===== config.mk =====
export PLATFORM = sky130hd
export DESIGN_NAME = chunked_serial_adder_flat
export DESIGN_NICKNAME = d
export VERILOG_FILES = /design/src/rtl/chunked_serial_adder_if.sv /design/src/rtl/chunked_serial_adder.sv /design/src/flat_wrapper.sv
export SDC_FILE = /design/constraint.sdc
export NUM_CORES = 1
export LEC_CHECK = 0
export CELL_PAD_IN_SITES_DETAIL_PLACEMENT = 0
export CELL_PAD_IN_SITES_GLOBAL_PLACEMENT = 1
export CORE_MARGIN = 2
export CORE_UTILIZATION = 39
export DETAILED_ROUTE_END_ITERATION = 12
export HOLD_SLACK_MARGIN = 0.1
export PLACE_DENSITY_LB_ADDON = 0.2
export SYNTH_ARGS = -nofsm -noshare
export SYNTH_HDL_FRONTEND = slang
export SYNTH_SLANG_ARGS = --single-unit

===== constraint.sdc =====
create_clock -name clk -period 3.4 [get_ports clk]
set_clock_uncertainty 0.2 [all_clocks]
set_input_delay 0.34 -clock clk [delete_from_list [all_inputs] [get_ports clk]]
set_output_delay 0.34 -clock clk [all_outputs]
set_load 0.005 [all_outputs]

===== src/rtl/chunked_serial_adder_if.sv =====
// Valid/ready handshake bundle for chunked_serial_adder; the sub signal exists
// only when CHUNKED_SERIAL_ADDER_SUB_EN is defined.
interface chunked_serial_adder_if #(
  parameter int WIDTH = 16
);
  logic             in_valid;
  logic             in_ready;
  logic [WIDTH-1:0] a;
  logic [WIDTH-1:0] b;
  logic             cin;
`ifdef CHUNKED_SERIAL_ADDER_SUB_EN
  logic             sub;
`endif
  logic             out_valid;
  logic             out_ready;
  logic [WIDTH-1:0] sum;
  logic             cout;
  logic             ovf;
  logic             busy;

  modport master (
`ifdef CHUNKED_SERIAL_ADDER_SUB_EN
    output sub,
`endif
    output in_valid, a, b, cin, out_ready,
    input  in_ready, out_valid, sum, cout, ovf, busy
  );

  modport slave (
`ifdef CHUNKED_SERIAL_ADDER_SUB_EN
    input  sub,
`endif
    input  in_valid, a, b, cin, out_ready,
    output in_ready, out_valid, sum, cout, ovf, busy
  );
endinterface


===== src/rtl/chunked_serial_adder.sv =====
// Multi-cycle ripple-carry adder reusing a CHUNK-bit full-adder chain over WIDTH/CHUNK cycles.
// Optional subtract mode is enabled by defining CHUNKED_SERIAL_ADDER_SUB_EN.
module chunked_serial_adder #(
  parameter int WIDTH = 16,
  parameter int CHUNK = 4
) (
  input  logic                  clk,
  input  logic                  rst_n,
  chunked_serial_adder_if.slave bus
);
  localparam int NCHUNK = WIDTH / CHUNK;
  localparam int CNT_W  = (NCHUNK > 1) ? $clog2(NCHUNK) : 1;
  localparam logic [CNT_W-1:0] LAST_K = CNT_W'(NCHUNK - 1);

  typedef enum logic [1:0] {
    IDLE = 2'd0,
    RUN  = 2'd1,
    DONE = 2'd2
  } state_t;

  state_t           state_r;
  logic [WIDTH-1:0] a_r;
  logic [WIDTH-1:0] b_r;
  logic             carry_r;
  logic [CNT_W-1:0] cnt_r;
  logic [WIDTH-1:0] sum_r;
  logic             cout_r;
  logic             ovf_r;
  logic             in_ready_r;
  logic             out_valid_r;
  logic             busy_r;

  logic [CHUNK+1:0] add_s;
  logic [CHUNK-1:0] chunk_sum_s;
  logic             chunk_cout_s;
  logic             msb_cin_s;
  logic [WIDTH-1:0] b_in_s;
  logic             carry_in_s;

  // Returns {carry into top bit, carry out, sum bits} of one full-adder chain.
  function automatic logic [CHUNK+1:0] add_chunk(
    input logic [CHUNK-1:0] x,
    input logic [CHUNK-1:0] y,
    input logic             c_in
  );
    logic [CHUNK-1:0] s;
    logic             c;
    logic             c_top;
    s     = {CHUNK{1'b0}};
    c     = c_in;
    c_top = c_in;
    for (int i = 0; i < CHUNK; i++) begin
      c_top = c;
      s[i]  = x[i] ^ y[i] ^ c;
      c     = (x[i] & y[i]) | (x[i] & c) | (y[i] & c);
    end
    return {c_top, c, s};
  endfunction

  assign add_s        = add_chunk(a_r[CHUNK-1:0], b_r[CHUNK-1:0], carry_r);
  assign chunk_sum_s  = add_s[CHUNK-1:0];
  assign chunk_cout_s = add_s[CHUNK];
  assign msb_cin_s    = add_s[CHUNK+1];

`ifdef CHUNKED_SERIAL_ADDER_SUB_EN
  // Subtraction is a + ~b + 1, so the latched carry replaces cin.
  assign b_in_s     = bus.sub ? ~bus.b : bus.b;
  assign carry_in_s = bus.sub ? 1'b1 : bus.cin;
`else
  assign b_in_s     = bus.b;
  assign carry_in_s = bus.cin;
`endif

  // Control FSM and chunk datapath; all outputs are registered here.
  always_ff @(posedge clk or negedge rst_n) begin
    if (!rst_n) begin
      state_r     <= IDLE;
      a_r         <= {WIDTH{1'b0}};
      b_r         <= {WIDTH{1'b0}};
      carry_r     <= 1'b0;
      cnt_r       <= {CNT_W{1'b0}};
      sum_r       <= {WIDTH{1'b0}};
      cout_r      <= 1'b0;
      ovf_r       <= 1'b0;
      in_ready_r  <= 1'b1;
      out_valid_r <= 1'b0;
      busy_r      <= 1'b0;
    end else begin
      case (state_r)
        IDLE: begin
          if (bus.in_valid && in_ready_r) begin
            a_r        <= bus.a;
            b_r        <= b_in_s;
            carry_r    <= carry_in_s;
            cnt_r      <= {CNT_W{1'b0}};
            in_ready_r <= 1'b0;
            busy_r     <= 1'b1;
            state_r    <= RUN;
          end
        end
        RUN: begin
          sum_r[cnt_r*CHUNK +: CHUNK] <= chunk_sum_s;
          a_r     <= a_r >> CHUNK;
          b_r     <= b_r >> CHUNK;
          carry_r <= chunk_cout_s;
          cnt_r   <= cnt_r + CNT_W'(1);
          if (cnt_r == LAST_K) begin
            cout_r      <= chunk_cout_s;
            ovf_r       <= msb_cin_s ^ chunk_cout_s;
            out_valid_r <= 1'b1;
            state_r     <= DONE;
          end
        end
        DONE: begin
          // in_ready rises on this edge, so the next accept is one cycle later.
          if (bus.out_ready) begin
            out_valid_r <= 1'b0;
            in_ready_r  <= 1'b1;
            busy_r      <= 1'b0;
            state_r     <= IDLE;
          end
        end
        default: begin
          state_r     <= IDLE;
          in_ready_r  <= 1'b1;
          out_valid_r <= 1'b0;
          busy_r      <= 1'b0;
        end
      endcase
    end
  end

  assign bus.in_ready  = in_ready_r;
  assign bus.out_valid = out_valid_r;
  assign bus.sum       = sum_r;
  assign bus.cout      = cout_r;
  assign bus.ovf       = ovf_r;
  assign bus.busy      = busy_r;
endmodule


===== src/flat_wrapper.sv =====
// flat-port wrapper written by rule: the top's interface ports become plain ports
module chunked_serial_adder_flat 
#(
  parameter int WIDTH = 16,
  parameter int CHUNK = 4
)
  (clk, rst_n, bus_in_valid, bus_a, bus_b, bus_cin, bus_out_ready, bus_in_ready, bus_out_valid, bus_sum, bus_cout, bus_ovf, bus_busy);
  chunked_serial_adder_if #(.WIDTH(WIDTH)) bus_i ();
  input  logic clk;
  input  logic rst_n;
  input wire logic [$bits(bus_i.in_valid)-1:0] bus_in_valid;
  input wire logic [$bits(bus_i.a)-1:0] bus_a;
  input wire logic [$bits(bus_i.b)-1:0] bus_b;
  input wire logic [$bits(bus_i.cin)-1:0] bus_cin;
  input wire logic [$bits(bus_i.out_ready)-1:0] bus_out_ready;
  output wire logic [$bits(bus_i.in_ready)-1:0] bus_in_ready;
  output wire logic [$bits(bus_i.out_valid)-1:0] bus_out_valid;
  output wire logic [$bits(bus_i.sum)-1:0] bus_sum;
  output wire logic [$bits(bus_i.cout)-1:0] bus_cout;
  output wire logic [$bits(bus_i.ovf)-1:0] bus_ovf;
  output wire logic [$bits(bus_i.busy)-1:0] bus_busy;
  assign bus_i.in_valid = bus_in_valid;
  assign bus_i.a = bus_a;
  assign bus_i.b = bus_b;
  assign bus_i.cin = bus_cin;
  assign bus_i.out_ready = bus_out_ready;
  assign bus_in_ready = bus_i.in_ready;
  assign bus_out_valid = bus_i.out_valid;
  assign bus_sum = bus_i.sum;
  assign bus_cout = bus_i.cout;
  assign bus_ovf = bus_i.ovf;
  assign bus_busy = bus_i.busy;
  chunked_serial_adder #(.WIDTH(WIDTH), .CHUNK(CHUNK)) u_core (.clk(clk), .rst_n(rst_n), .bus(bus_i));
endmodule

# Word-level counts from Yosys, hierarchy flattened
# Cells that the tools add are included.
# word_totals
memories,0
rom_bits,0
word_cells,81
out_inout_bits,21
inputBits,37
latch_bits,0
ram_bits,0
register_bits,58
# op_classes
n_reduce_logical,8
magnitude_cmp,0
n_div,0
n_shift,2
eq_ne,6
mux,21
n_addsub,2
mul,0
bitwise,31
# op_table
op,count
one-hot mux 16 bit (2 select lines),2
negation 4 -> 34 bit,1
variable shift 4 x 34 -> 16 bit (first input constant),1
indexed part select 4 x 34 -> 16 bit,1
2-to-1 mux 16 bit,2
bitwise mux 16 bit,1
AND 1 bit,12
one-hot mux 1 bit (3 select lines),3
AND reduction 3 bit,3
XOR 1 bit,9
2-to-1 mux 2 bit,4
bitwise OR 1 bit,8
2-to-1 mux 1 bit,6
one-hot mux 2 bit (3 select lines),1
== test 2 bit (second input constant),2
!= test 2 x 1 -> 1 bit (second input constant),2
one-hot mux 2 bit (2 select lines),1
AND reduction 2 bit,2
adder 2 x 1 -> 2 bit (second input constant),1
== test 2 x 1 -> 1 bit (second input constant),1
logical NOT 2 bit,1
!= test 2 bit (second input constant),1
inverter 1 bit,2
one-hot mux 1 bit (2 select lines),1
other kinds (2),2

# Depth between registers and ports, before layout
# logic_depth
depth_word,13
ltp_mapped,8
ltp_nobuf,8

# Least setup slack after synthesis
# Ideal clock, no wire load.
# synth_path
path_kind,reg2reg
start,register u_core.carry_r
end,"register u_core.sum_r[11], in the netlist u_core.bus.sum[11]"
n_path_buf,0
period_less_slack_ns,2.364
setup_time_ns,0.121
path_slack_ns,1.036
required_time_ns,3.079
path_stages_with_launch,8
arrival_time_ns,2.043
cell_sequence,dfrtp_1 fa_1 inv_1 fa_1 fa_1 inv_1 fa_1 a22o_1
# synth_via
elab_chain_len,12
word_cells_on_any_way,18
cone_classes,shift: 1; mux: 1; bitwise: 16
# synth_lines
item,line_no,source
start: declaration,chunked_serial_adder.sv:24,logic carry_r;
start signal: assignment,chunked_serial_adder.sv:94,carry_r <= carry_in_s;
start signal: assignment,chunked_serial_adder.sv:105,carry_r <= chunk_cout_s;
AND 1 bit,chunked_serial_adder.sv:55,c = (x[i] & y[i]) | (x[i] & c) | (y[i] & c);
bitwise OR 1 bit (2 in a row),chunked_serial_adder.sv:55,
AND 1 bit,chunked_serial_adder.sv:55,
bitwise OR 1 bit (2 in a row),chunked_serial_adder.sv:55,
AND 1 bit,chunked_serial_adder.sv:55,
bitwise OR 1 bit (2 in a row),chunked_serial_adder.sv:55,
XOR 1 bit,chunked_serial_adder.sv:54,s[i] = x[i] ^ y[i] ^ c;
indexed part select 4 x 34 -> 16 bit *,chunked_serial_adder.sv:102,sum_r[cnt_r*CHUNK +: CHUNK] <= chunk_sum_s;
bitwise mux 16 bit *,chunked_serial_adder.sv:102,
end signal: assignment,chunked_serial_adder.sv:82,sum_r <= {WIDTH{1'b0}};
end signal: indexed assignment,chunked_serial_adder.sv:102,
end: declaration,chunked_serial_adder.sv:26,logic [WIDTH-1:0] sum_r;
# Every way passes the cells marked *; elsewhere a longest branch is shown, timed or not.
# A chain may end at the register's enable or synchronous reset.

# Worst setup path after layout
# layout_path
start,register u_core.carry_r
end,"register u_core.sum_r[3], in the netlist u_core.bus.sum[3]"
# Same word-level chain as after synthesis.

==> impl_metrics.yaml <==
yosys:
  yosys_register_bits: 58
  synth.avg_cell_area_um2: 9.906
  yosysWarnings: 0
  syn-instance-count: 279
  synthDistinctLibCells: 35
  syn_nets: 326
  synthesis.area_mm2: 0.002764
  ys_seq_area_frac: 0.5256
clock_tree:
  cts_buffers: 9
  cts_max_level: 3
  cts.path.max_buffers: 2
  cts_root_buf: "clkbuf_8"
  clock_latency_ns: 0.33
  cts_setup_buffers: 0
  cts_tree: "done"
  clk_pin_slew_ns: 0.06
  clock_sink_count: 58
sta:
  slew_viol_final: 0
  worst_pin_slew_ns: 0.9071
  setup_viol: 0
  fin_hold_ws_ns: 0.2641
  max_freq_mhz: 405.7
  setup_tns_ns: 0
  rsz0062_at_grt: "false"
  period_share: 0.7249
  slew-limit-headroom: 0.3953
  finalHoldViolCount: 0
  period_minus_slack_ns: 2.465
drt:
  first_iter_violations: 127
  viasPerCell: 5.083
  finalWirelength_mm: 6.154
  route.detailed.drc: 0
  ant_nets: 0
  wl_per_cell_um: 14.11
  vias: 2216
  drt-pass1-iter-count: 4
floorplan:
  io_pins: 58
  fp.dieW_um: 88.19
  core-area_mm2: 0.006832
  start_util: 0.4046
  die_h_um: 88.19
  dieArea_mm2: 0.007777
  core.rowCount: 30
critical_path:
  critPathKind: "flop to flop"
  cp.arrival_ns: 2.48
  cp.required_ns: 3.42
  cp-start-kind: "flop"
  critPathCaptureType: "flop"
  cp_max_fo: 4
cells_and_area:
  area_delta_synth_final_pct: 30.56
  final_cell_count_no_fill: 436
  multi_input_area_mm2: 0.001159
  nFillCells: 643
  nets: 383
  drive_above_1_share: 0.08529
  antenna_cells: 0
  regArea_mm2: 0.001453
  postLayoutCellArea_mm2: 0.003608
grt:
  grt_pass1_vias: 2202
  grt.total_usage: 0.1766
  overflow: 0
  antenna_found_initial: 0
  grt_pass1_wl_mm: 10.55
  grt_start_max_net_pins: 43
min_path:
  min_path_type: "input pin to async pin"
run_status:
  status: "finished clean"
place:
  io_buffers: 57
  hpwl_mm: 4.304
  dpl_cell_area_mm2: 0.003379
  dp_cells: 420
  gp_congestion: 0.7457
run:
  max_cap_viol_count: 0
power_and_ir_drop:
  p_leak_nw: 1.690
  power.density_mw_per_mm2: 857.5
  vdd_drop_max_mv: 0.3175
-- state kept, by name (all words and copies together) (netlist names) --
name,cells
u_core.carry_r,1
u_core.cnt_r,2
u_core.bus.sum,16
u_core.bus.ovf,1
u_core.a_r,16
u_core.bus.out_valid,1
u_core.bus.cout,1
u_core.b_r,16
u_core.state_r,2
u_core.bus.busy,1
u_core.bus.in_ready,1
-- worst paths after layout --
| path | cells past startpoint | to | from | slack (ns) |
|---|---|---|---|---|
| min | 2 | u_core.bus.sum[8] | rst_n | 0.26 |
| max in group asynchronous | 3 | u_core.b_r[3] | rst_n | 1.85 |
| max reg2reg | 7 | u_core.bus.sum[3] | u_core.carry_r | 0.94 |
| min reg2reg | 2 | u_core.bus.sum[5] | u_core.bus.sum[5] | 0.28 |
| min in group clk | 2 | u_core.bus.sum[5] | u_core.bus.sum[5] | 0.28 |
| max | 7 | u_core.bus.sum[3] | u_core.carry_r | 0.94 |
-- cell usage in the layout (no fill, tap or decap), types with 2 or more instances in the layout --
master and instances:
a21oi_1 55, a22o_1 12, a22oi_1 6, buf_4 5, bufinv_16 2, clkbuf_1 2, clkbuf_8 11, clkdlybuf4s50_1 56
dfrtp_1 57, fa_1 4, ha_1 6, inv_1 11, nand2_1 42, nand2b_1 2, nand3b_1 3, nand3b_4 3
nor2_1 28, nor3_2 2, o21ai_0 5, o21ai_1 8, o22ai_1 2, o31ai_1 3
-- where the power goes --
group	switching, mW	internal, mW
clock network	0.260	0.450
logic	0.619	0.561
registers	0.217	0.988
-- per-stage QoR --
| stage | power, mW | utilization | setup WS, ns |
|---|---|---|---|
| finish | 3.094 | 0.5282 | 0.9354 |
| global route | 3.363 | 0.5282 | 0.8012 |
| CTS | 3.133 | 0.5282 | 0.9307 |
| detailed placement | 2.418 | 0.4947 | 0.9269 |
| global placement | 2.387 | 0.4947 | 0.9793 |
| floorplan | 1.994 | - | 1.036 |
-- worst max-delay path, stage by stage, from the launching register on --
cell and delay (ns):
dfrtp_1 0.38, fa_1 0.18, inv_1 0.05, fa_1 0.37, fa_1 0.41, inv_1 0.09
fa_1 0.46, a22o_1 0.22
-- synth_stat cells --
| cell type | count | area (um2) |
|---|---|---|
| nand3_1 | 1 | 5.000 |
| inv_2 | 1 | 3.750 |
| fa_1 | 4 | 80.08 |
| buf_1 | 1 | 3.750 |
| o41ai_1 | 1 | 8.760 |
| nand2_1 | 42 | 157.7 |
| o22a_1 | 1 | 8.760 |
| nor4_2 | 1 | 12.51 |
| o22ai_1 | 2 | 12.51 |
| dfstp_2 | 1 | 26.28 |
| buf_4 | 8 | 60.06 |
| a22oi_1 | 6 | 45.04 |
| buf_2 | 5 | 25.02 |
| mux2_2 | 1 | 11.26 |
| o21ai_1 | 8 | 40.04 |
| nand2b_1 | 2 | 12.51 |
| nand3b_4 | 3 | 60.06 |
| o21a_1 | 1 | 7.510 |
| inv_1 | 11 | 41.29 |
| ha_1 | 6 | 75.07 |
| nor2_1 | 28 | 105.1 |
| nand3b_1 | 3 | 22.52 |
| dfrtp_1 | 57 | 1426 |
| buf_6 | 1 | 11.26 |
| o31ai_1 | 3 | 22.52 |
| xor2_1 | 1 | 8.760 |
| a21oi_1 | 55 | 275.3 |
| o21ai_0 | 5 | 25.02 |
| nor3_2 | 2 | 20.02 |
| and3b_1 | 1 | 8.760 |
| or3_1 | 1 | 6.260 |
| nor4b_2 | 1 | 15.01 |
| a22o_1 | 12 | 105.1 |
| clkbuf_1 | 2 | 7.510 |
| and2b_1 | 1 | 7.510 |
-- logic make-up (layout without fill, tap and decap cells) --
| logic type | Yosys count | after routing | share of synthesized area |
|---|---|---|---|
| AO/OA/AOI/OAI | 94 | 94 | 0.1992 |
| AND/OR/NAND/NOR | 86 | 86 | 0.1566 |
| flip-flops | 58 | 58 | 0.5256 |
| multiplexers | 1 | 1 | 0.004074 |
| buffers and inverters | 29 | 90 | 0.05523 |
| adder cells (fa/ha/maj) | 10 | 10 | 0.05613 |
| XOR/XNOR | 1 | 1 | 0.003169 |
-- timing repair --
item                       4_1_cts  5_1_grt
gates resized for setup          0        0
setup endpoints to repair        0        0
hold endpoints to repair        16        0
hold buffers                     1        0
-- cell type report --
class,instances,area share
clock buffer,13,0.04404
clock inverter,2,0.01664
inverter,12,0.01248
multi-input combinational,192,0.3211
sequential,58,0.4026
tap,96,0.03329
timing repair buffer,63,0.1699
-- routing by layer --
layer / part of all wire / track usage
met5: 0 / 0
met3: 0.047 / 0.03487
met2: 0.44 / 0.2536
met1: 0.50 / 0.2600
met4: 0.017 / 0.07438
Note: power is estimated with default switching activity, not from simulation.
